File: config.mk
export PLATFORM = sky130hd
export DESIGN_NAME = adder_vector_gen
export DESIGN_NICKNAME = d
export VERILOG_FILES = /design/src/rtl/adder_test_pkg.sv /design/src/rtl/adder_vec_checker.sv /design/src/rtl/adder_vector_gen.sv
export SDC_FILE = /design/constraint.sdc
export NUM_CORES = 1
export LEC_CHECK = 0
export CORE_ASPECT_RATIO = 0.75
export CORE_UTILIZATION = 30
export DETAILED_ROUTE_END_ITERATION = 6
export DONT_BUFFER_PORTS = 1
export GPL_ROUTABILITY_DRIVEN = 0
export GPL_TIMING_DRIVEN = 0
export MAX_ROUTING_LAYER = met4
export PLACE_DENSITY = 0.49
export SYNTH_ARGS = -nofsm -noshare
export SYNTH_HDL_FRONTEND = slang
export SYNTH_SLANG_ARGS = --single-unit
File: constraint.sdc
create_clock -name clk -period 4.1 [get_ports clk]
set_input_delay 0.82 -clock clk [delete_from_list [all_inputs] [get_ports clk]]
set_output_delay 0.82 -clock clk [all_outputs]
set_load 0.02 [all_outputs]
File: src/rtl/adder_test_pkg.sv
// Shared constants and state encoding for the adder test-vector generator.
package adder_test_pkg;

  localparam int WIDTH_DEFAULT = 6;
  localparam int N_PATTERNS    = 1 << (2 * WIDTH_DEFAULT);

  typedef enum logic [1:0] {
    ST_IDLE = 2'd0,
    ST_RUN  = 2'd1,
    ST_DONE = 2'd2
  } state_e;

endpackage

File: src/rtl/adder_vec_checker.sv
// Compares the adder response with the expected sum on each accepted vector;
// keeps a saturating mismatch count and captures the first failing index.
module adder_vec_checker
  import adder_test_pkg::*;
#(
  parameter int WIDTH = WIDTH_DEFAULT,
  parameter int CNT_W = 2 * WIDTH + 1
) (
  input  logic                 clk,
  input  logic                 rst,
  input  logic                 clear_i,
  input  logic                 en_i,
  input  logic [WIDTH:0]       exp_i,
  input  logic [WIDTH:0]       got_i,
  input  logic [2*WIDTH-1:0]   idx_i,
  output logic [CNT_W-1:0]     error_count_o,
  output logic [2*WIDTH-1:0]   first_err_index_o,
  output logic                 err_flag_o
);

  logic [CNT_W-1:0]   cnt_q, cnt_d;
  logic [2*WIDTH-1:0] first_q, first_d;
  logic               flag_q, flag_d;
  logic               mismatch;

  assign mismatch = en_i && (got_i != exp_i);

  always_comb begin
    cnt_d   = cnt_q;
    first_d = first_q;
    flag_d  = flag_q;
    if (clear_i) begin
      cnt_d   = '0;
      first_d = '0;
      flag_d  = 1'b0;
    end else if (mismatch) begin
      // Saturate instead of wrapping so a huge failure count never reads as small.
      if (cnt_q != {CNT_W{1'b1}}) cnt_d = cnt_q + 1'b1;
      if (!flag_q) begin
        first_d = idx_i;
        flag_d  = 1'b1;
      end
    end
  end

  always_ff @(posedge clk) begin
    if (rst) begin
      cnt_q   <= '0;
      first_q <= '0;
      flag_q  <= 1'b0;
    end else begin
      cnt_q   <= cnt_d;
      first_q <= first_d;
      flag_q  <= flag_d;
    end
  end

  assign error_count_o     = cnt_q;
  assign first_err_index_o = first_q;
  assign err_flag_o        = flag_q;

endmodule

File: src/rtl/adder_vector_gen.sv
// Sweeps every {x, y} operand pair in x-major order into an adder and checks
// each response. Handshake: a vector transfers on any cycle with valid && ready.
module adder_vector_gen
  import adder_test_pkg::*;
#(
  parameter int WIDTH = WIDTH_DEFAULT,
  parameter int CNT_W = 2 * WIDTH + 1
) (
  input  logic                 clk,
  input  logic                 rst,
  input  logic                 start,
  input  logic                 ready,
  input  logic [WIDTH-1:0]     dut_s,
  input  logic                 dut_cout,
  output logic                 valid,
  output logic [WIDTH-1:0]     x,
  output logic [WIDTH-1:0]     y,
  output logic [WIDTH:0]       s_exp,
  output logic [2*WIDTH-1:0]   index,
  output logic                 busy,
  output logic                 done,
  output logic [CNT_W-1:0]     error_count,
  output logic [2*WIDTH-1:0]   first_err_index,
  output logic                 err_flag,
  output logic [1:0]           state_o
);

  localparam int IDX_W = 2 * WIDTH;

  state_e             state_q, state_d;
  logic [IDX_W-1:0]   index_q, index_d;
  logic               accept;
  logic               sweep_start;

  always_comb begin
    state_d     = state_q;
    index_d     = index_q;
    accept      = 1'b0;
    sweep_start = 1'b0;
    case (state_q)
      ST_IDLE, ST_DONE: begin
        if (start) begin
          state_d     = ST_RUN;
          index_d     = '0;
          sweep_start = 1'b1;
        end
      end
      ST_RUN: begin
        if (ready) begin
          accept = 1'b1;
          // The last index is held so the final vector stays visible in DONE.
          if (index_q == {IDX_W{1'b1}}) state_d = ST_DONE;
          else                          index_d = index_q + 1'b1;
        end
      end
      default: state_d = ST_IDLE;
    endcase
  end

  always_ff @(posedge clk) begin
    if (rst) begin
      state_q <= ST_IDLE;
      index_q <= '0;
    end else begin
      state_q <= state_d;
      index_q <= index_d;
    end
  end

  assign valid   = (state_q == ST_RUN);
  assign busy    = (state_q == ST_RUN);
  assign done    = (state_q == ST_DONE);
  assign index   = index_q;
  assign x       = index_q[IDX_W-1:WIDTH];
  assign y       = index_q[WIDTH-1:0];
  assign s_exp   = {1'b0, x} + {1'b0, y};
  assign state_o = state_q;

  adder_vec_checker #(
    .WIDTH (WIDTH),
    .CNT_W (CNT_W)
  ) u_checker (
    .clk               (clk),
    .rst               (rst),
    .clear_i           (sweep_start),
    .en_i              (accept),
    .exp_i             (s_exp),
    .got_i             ({dut_cout, dut_s}),
    .idx_i             (index_q),
    .error_count_o     (error_count),
    .first_err_index_o (first_err_index),
    .err_flag_o        (err_flag)
  );

endmodule
==> flow_summary.toml, run 1 <==
[critical_path]
crit_top_cell = "xor2_1"
crit_required_ns = 4.28
cp.arrival_ns = 3.92
cp-start-kind = "flip-flop"
critPathMaxStageDelay_ns = 0.55
cp_slowest_cell = "or4b_4"
r2r_start = "index[0]"
path_cells = "ha_1 -> fa_1 -> xor2_1 -> xor2_1 -> a2111oi_2 -> or4b_4 -> nor3_4 -> buf_2 -> nor4_1 -> o21a_1"
cp_max_fo = 10
end_kind = "flip-flop"
crit_start = "index[0]"
path_class = "flip-flop to flip-flop"

[routing]
drt_iter0_drc = 141
vias = 1909
avgViaCountPerCell = 5.10
first_pass_iters = 4
drcViolationCount = 0
routedWlPerCell_um = 16.0
wirelength_um = 5990
antenna_left = 0

[die]
die_x_um = 103
die_h_um = 78.0
die_area_um2 = 8060
core_area_um2 = 7400
boundaryPins = 73
num_rows = 27
start_util_pct = 31.2

[global_route]
grt_overflow_total = 0
antenna_found_initial = 0
grt_pass1_vias = 1735
grt_max_degree = 12
grt_pass1_wl_um = 9650
grt_use_total_pct = 16.1

[timing]
slew_headroom_pct = 46.1
whs_ns = 0.586
timing.final.crit_share_pct = 91.2
tightestPinTransition_ns = 0.807
worst_clock_skew_ns = 0.00694
finalHoldViolations = 0
fmax_mhz = 267
tns_ns = 0
finalSetupViolations = 0
rsz0062_at_grt = "no"
fin_crit_ns = 3.74
maxSlewViolCount = 0

[clock_network]
cts-resized-gates = 0
cts_tree = "done"
worst_skew_pair.late_latency_ns = 0.29
post_cts_buffers = 0
ctsHoldBuffers = 0
path_clk_slew_ns = 0.08
htree_levels = 2
cts_buffer_depth = 2
clkSinkCount = 40
numCtsBuffers = 5
cts-root-buf = "clkbuf_8"

[yosys]
syn_area_um2 = 2310
syn_inst = 265
yosysTopAreaCell = "dfxtp_1"
synth-main-ff-cell = "dfxtp_1"
synth_edf_count = 0
avgSynthCellArea_um2 = 8.72
seq_area_frac_synth_pct = 34.7
synth_fp_nets = 285
ys.warnings.count = 0
synth-async-reset-ratio_pct = 0
synth_top_area_share_pct = 34.7
ys_ff_latch = 40
ys_types = 50
netlist_top_cells_area = "dfxtp_1 35%, nor2_1 6.3%, mux2i_1 5.6%, buf_4 4.5%, ha_1 4.3%"

[power_and_ir_drop]
leakagePower_nw = 0.964
p_clk_share_pct = 37.6
power_density_nw_per_um2 = 286
ir_drop_mv = 0.114
p_comb_share_pct = 7.4
swShare_pct = 24.5
p_seq_share_pct = 55.0
p_sw_mw = 0.177
p_int_mw = 0.546

[cells_and_area]
stdcell_area_um2 = 2530
multi_input_area_um2 = 1340
post-route-util_pct = 34.2
diodes = 0
nets = 292
layout-drive-gt1-share_pct = 13.6
area_growth_pct = 9.37
fillers = 798
seq_area_um2 = 801

[run_status]
status = "complete, no violations"

[worst_hold_path]
hold_path_class = "primary input to flip-flop"
hold_start = "rst"

[job]
maxCapViolations = 0

[place]
port_buffers = 0
placed_area_um2 = 2440
dp_hpwl_um = 4500
## cells in the final DEF, fill, tap and decap left out, types with 6 or more instances in the layout
| cell | instances |
|---|---|
| nand3_1 | 7 |
| ha_1 | 8 |
| nor2_1 | 39 |
| xnor2_1 | 11 |
| or3_1 | 13 |
| a21oi_1 | 18 |
| o21ai_1 | 7 |
| nand2_1 | 14 |
| clkbuf_8 | 6 |
| clkbuf_1 | 6 |
| buf_4 | 14 |
| dfxtp_1 | 40 |
| mux2i_1 | 13 |
## sequential cells by signal, summed over array words and instances (netlist names)
register and count:
u_checker.error_count_o 13, index 12, u_checker.first_err_index_o 12, state_o 2, u_checker.err_flag_o 1
## synth_stat cells, drive strengths merged (2+ instances only)
| cell | number |
|---|---|
| xnor2 | 11 |
| or4 | 5 |
| a211oi | 2 |
| o31ai | 5 |
| a21oi | 18 |
| nor2b | 3 |
| o21ai | 13 |
| nor3b | 4 |
| o211ai | 2 |
| nand3 | 7 |
| clkbuf | 5 |
| xor2 | 4 |
| or3 | 13 |
| nor3 | 7 |
| nand4 | 4 |
| buf | 17 |
| o21a | 4 |
| and4 | 4 |
| ha | 8 |
| or2 | 2 |
| dfxtp | 40 |
| and2 | 3 |
| nand2 | 15 |
| inv | 2 |
| or4b | 2 |
| nor2 | 39 |
| mux2i | 13 |
## stage by stage
step | setup WS [ns] | instances | total power, mW
after CTS | 0.365 | 374 | 0.739
after detailed placement | 0.405 | 366 | 0.461
after global routing | 0.187 | 374 | 0.759
after floorplan | 0.774 | 265 | 0.448
final | 0.360 | 374 | 0.723
after global placement | 0.390 | 366 | 0.461
## final timing paths
kind,to,slack (ns),cells after the start
setup / recovery,u_checker.error_count_o[12],0.36,10
hold / removal,index[0],0.59,1
setup reg to reg,u_checker.error_count_o[12],0.36,10
hold reg to reg,u_checker.error_count_o[6],0.61,2
## routing by layer
metal  track usage, %  share of wire (%)  vias to the layer above
met1             24.7                 54                      891
met3             3.83                6.2                        5
li1                 -                  -                      956
met4             3.80               0.80                        0
met2             20.6                 39                       57
met5                -                  0                        -
## cell type report
type | instances | share of cell area [%]
plain buffers | 23 | 6.29
flip-flops and latches | 40 | 31.7
well taps | 101 | 5.00
inverters | 2 | 0.297
multi-input cells | 200 | 53.2
clock buffers | 8 | 3.56
## power by group through the flow
stage	registers (mW)	clock network, mW	logic [mW]
final	0.397	0.272	0.0537
after floorplan	0.405	0	0.0425
after CTS	0.397	0.287	0.0545
after detailed placement	0.406	0	0.0543
after global routing	0.398	0.301	0.0594
after global placement	0.407	0	0.0541
## critical path, delay by kind of cell (launching register included)
family	cells	cell delay, ns
XOR/XNOR	2	0.68
flip-flops	1	0.47
AND/OR/NAND/NOR	3	0.91
buffers and inverters	1	0.28
adder cells (fa/ha/maj)	2	0.76
AO/OA/AOI/OAI	2	0.53
## cell families after synthesis
logic type | share of synthesized area (%)
and+or+nand+nor | 26.0
AOI/OAI and AO/OA | 14.6
DFF | 34.7
buffers and inverters | 7.20
xor gates and xnor gates | 6.66
muxes | 5.63
adders and majority gates | 5.20
(Power assumes the default switching activity.)
==> run 2: changes to the inputs <==
CORE_ASPECT_RATIO = 1.2   (was 0.75)
==> flow_summary.toml, run 2 (synthesis gave the netlist of run 1 again) <==
[run_status]
status = "complete, no violations"

[clock_network]
htree_levels = 2
post_cts_buffers = 0
ctsHoldBuffers = 0
cts_buffer_depth = 2
cts_tree = "done"
path_clk_slew_ns = 0.08
cts-resized-gates = 0
numCtsBuffers = 5
clkSinkCount = 40
worst_skew_pair.late_latency_ns = 0.29
cts-root-buf = "clkbuf_8"

[die]
die_h_um = 98.1
core_area_um2 = 7360
die_area_um2 = 8060
die_x_um = 82.1
boundaryPins = 73
num_rows = 34
start_util_pct = 31.4

[critical_path]
r2r-end = "u_checker.err_flag_o"
reg2reg_slack_ns = 0.41
cp.arrival_ns = 3.87
path_class = "flip-flop to flip-flop"
crit_start = "index[6]"
end_kind = "flip-flop"
worstRegToRegCells = 10
cp-start-kind = "flip-flop"
r2r_start = "index[6]"
crit_end = "u_checker.err_flag_o"
cp_max_fo = 10
crit_required_ns = 4.29

[global_route]
grt_overflow_total = 0
antenna_found_initial = 0
grt_use_total_pct = 15.3
grt_max_degree = 13
grt_pass1_wl_um = 9110
grt_pass1_vias = 1821

[cells_and_area]
largest_reg_flops = 13
multi_input_area_um2 = 1340
final_common_cell = "dfxtp_1"
layout-drive-gt1-share_pct = 13.9
seq_area_um2 = 801
area_growth_pct = 9.53
post-route-util_pct = 34.4
fillers = 813
most-common-layout-cells = "40 x dfxtp_1, 39 x nor2_1, 18 x a21oi_1, 14 x buf_4, 14 x nand2_1"
diodes = 0
nets = 292

[routing]
wirelength_um = 5680
avgViaCountPerCell = 5.25
drt_iter0_drc = 37
vias = 1906
first_pass_iters = 4
routedWlPerCell_um = 15.6
drcViolationCount = 0
antenna_left = 0

[timing]
rsz0062_at_grt = "no"
finalSetupViolations = 0
whs_ns = 0.592
fin_crit_ns = 3.69
timing.final.crit_share_pct = 89.9
finalHoldViolations = 0
tightestPinTransition_ns = 0.739
slew_headroom_pct = 50.7
worst_clock_skew_ns = 0.00510
maxSlewViolCount = 0
fmax_mhz = 271
tns_ns = 0

[power_and_ir_drop]
ir_drop_mv = 0.121
leakagePower_nw = 0.974
power_density_nw_per_um2 = 304

[place]
port_buffers = 0
dp_hpwl_um = 4290

[job]
maxCapViolations = 0

[worst_hold_path]
hold_path_class = "primary input to flip-flop"
run 2: report_power, final:
group | internal (mW) | switching [mW]
clock | 0.181 | 0.138
combinational | 0.0181 | 0.0343
sequential | 0.390 | 0.00650
total | 0.589 | 0.179
run 2: worst min-delay path by stage:
stage	endpoint	slack [ns]	depth (start not counted)	from
3_3_place_gp	u_checker.error_count_o[9]	0.60	2	u_checker.error_count_o[9]
3_5_place_dp	u_checker.error_count_o[10]	0.60	2	u_checker.error_count_o[10]
4_1_cts	index[1]	0.58	1	rst
5_1_grt	state_o[0]	0.57	1	rst
2_1_floorplan	u_checker.error_count_o[10]	0.56	2	u_checker.error_count_o[10]
6_report	index[0]	0.59	1	rst
run 2: through the flow:
stage / setup WS (ns) / area, um2 / instances / power (mW)
floorplan: 0.774 / 2310 / 265 / 0.448
global placement: 0.372 / 2420 / 355 / 0.460
detailed placement: 0.362 / 2420 / 355 / 0.460
CTS: 0.352 / 2530 / 363 / 0.782
global route: 0.0869 / 2530 / 363 / 0.807
finish: 0.414 / 2530 / 363 / 0.769
run 2: metal layers:
layer | share of wire (%) | global-route usage, % | wire [um]
met3 | 6.3 | 4.58 | 355
met2 | 47 | 23.9 | 2690
met4 | 0.92 | 3.64 | 52
met1 | 45 | 19.1 | 2580
met5 | 0 | - | 0
run 2: final cells by class:
| class | count | share of cell area (%) |
|---|---|---|
| inverters | 2 | 0.297 |
| multi-input cells | 200 | 53.1 |
| clock inverters | 2 | 1.38 |
| clock buffers | 6 | 2.87 |
| well taps | 90 | 4.45 |
| plain buffers | 23 | 6.28 |
| flip-flops and latches | 40 | 31.6 |
run 2: worst max-delay path: stages (launching register included):
cell,delay [ns]
dfxtp_1,0.48
ha_1,0.32
fa_1,0.42
xor2_1,0.50
xor2_1,0.15
a2111oi_2,0.33
or4b_4,0.54
nor3_4,0.30
buf_2,0.30
nor2_1,0.07
o21a_1,0.16
==> run 3: changes to the inputs <==
PLACE_DENSITY = unset   (was 0.49)
PLACE_DENSITY_LB_ADDON = 0.05   (was unset)
RECOVER_POWER = 100   (was unset)
==> flow_summary.toml, run 3 (synthesis gave the netlist of run 1 again) <==
[cells_and_area]
diodes = 0
stdcell_area_um2 = 2440
layout-drive-gt1-share_pct = 8.09
largest_reg_flops = 13
final_common_cell = "dfxtp_1"
nets = 292
area_growth_pct = 5.74
final_cell_count_no_fill = 362
post-route-util_pct = 33.2
most-common-layout-cells = "40 x dfxtp_1, 39 x nor2_1, 18 x a21oi_1, 17 x clkbuf_1, 15 x nand2_1"

[global_route]
grt_overflow_total = 0
grt_max_degree = 13
grt_pass1_vias = 1916
grt_pass1_wl_um = 9890
grt_use_total_pct = 16.7
antenna_found_initial = 0

[timing]
maxSlewViolCount = 0
tightestPinTransition_ns = 0.697
slew_headroom_pct = 53.5
finalHoldViolations = 0
finalSetupViolations = 0
rsz0062_at_grt = "no"
fmax_mhz = 273
whs_ns = 0.590
tns_ns = 0
fin_crit_ns = 3.67
worst_clock_skew_ns = 0.0108
timing.final.crit_share_pct = 89.4

[routing]
vias = 1931
avgViaCountPerCell = 5.33
routedWlPerCell_um = 16.6
drt_iter0_drc = 58
antenna_left = 0
first_pass_iters = 4
wirelength_um = 6010
drcViolationCount = 0

[critical_path]
path_class = "flip-flop to flip-flop"
path_cells = "ha_1 -> fa_1 -> xor2_1 -> xor2_1 -> a2111oi_2 -> or4b_4 -> nor3_4 -> clkbuf_2 -> nor2_1 -> o21a_1"
critPathMaxStageDelay_ns = 0.55
reg2reg_slack_ns = 0.43
cp_max_fo = 10
path_buf_inv = 1
crit_required_ns = 4.29
worstRegToRegCells = 10
cp_slowest_cell = "or4b_4"
crit_family = "simple AND/OR/NAND/NOR gates"
end_kind = "flip-flop"
crit_top_cell = "xor2_1"
crit_cells = 10
cp.arrival_ns = 3.86
r2r_start = "index[0]"
cp-start-kind = "flip-flop"
r2r-end = "u_checker.err_flag_o"

[clock_network]
cts_buffer_depth = 2
ctsHoldBuffers = 0
path_clk_slew_ns = 0.08
numCtsBuffers = 5
post_cts_buffers = 0
worst_skew_pair.late_latency_ns = 0.30
clkSinkCount = 40
cts-resized-gates = 0
cts_tree = "done"
htree_levels = 2
cts-root-buf = "clkbuf_8"

[die]
num_rows = 34
die_area_um2 = 8060
start_util_pct = 31.4
boundaryPins = 73
core_area_um2 = 7360
die_h_um = 98.1
die_x_um = 82.1

[place]
placed_area_um2 = 2420
placedCellCount = 355
dp_hpwl_um = 4450
port_buffers = 0

[power_and_ir_drop]
power_density_nw_per_um2 = 289
ir_drop_mv = 0.117
leakagePower_nw = 0.900

[worst_hold_path]
hold_start = "rst"
hold_path_class = "primary input to flip-flop"
holdPathEnd = "index[1]"
min_path_cells = 1

[run_status]
status = "complete, no violations"

[job]
maxCapViolations = 0
-- run 3: how the worst max path moves through the flow --
stage                                           endpoint  startpoint  slack, ns
after CTS                           u_checker.err_flag_o    index[0]       0.36
after detailed placement            u_checker.err_flag_o    index[6]       0.39
final                               u_checker.err_flag_o    index[0]       0.43
after floorplan           u_checker.first_err_index_o[1]    index[0]       0.77
after global placement       u_checker.error_count_o[11]    index[6]       0.38
after global routing          u_checker.error_count_o[3]    index[0]       0.10
-- run 3: area by class of cell --
cell class	instances	area [um2]
Buffer	23	110
Clock buffer	5	68.8
Clock inverter	2	12.5
Fill cell	802	4920
Inverter	2	7.51
Multi-Input combinational cell	200	1330
Sequential cell	40	801
Tap cell	90	113
-- run 3: routing by layer --
layer | vias up | part of all wire [%] | track usage [%]
met1 | 920 | 45 | 20.0
met3 | 5 | 5.6 | 5.05
met2 | 55 | 48 | 26.8
met5 | - | 0 | -
met4 | 0 | 0.88 | 4.45
li1 | 951 | - | -
-- run 3: metrics by stage --
stage,total power [mW],setup WS [ns]
6_report,0.707,0.434
5_1_grt,0.744,0.105
4_1_cts,0.728,0.357
3_5_place_dp,0.461,0.390
3_3_place_gp,0.460,0.380
2_1_floorplan,0.448,0.774
-- run 3: report_power, final --
| part | switching (mW) | leakage (nW) | internal (mW) | total [mW] |
|---|---|---|---|---|
| registers | 0.00659 | 0.323 | 0.390 | 0.397 |
| clock network | 0.143 | 0.0400 | 0.115 | 0.259 |
| logic | 0.0348 | 0.537 | 0.0168 | 0.0516 |
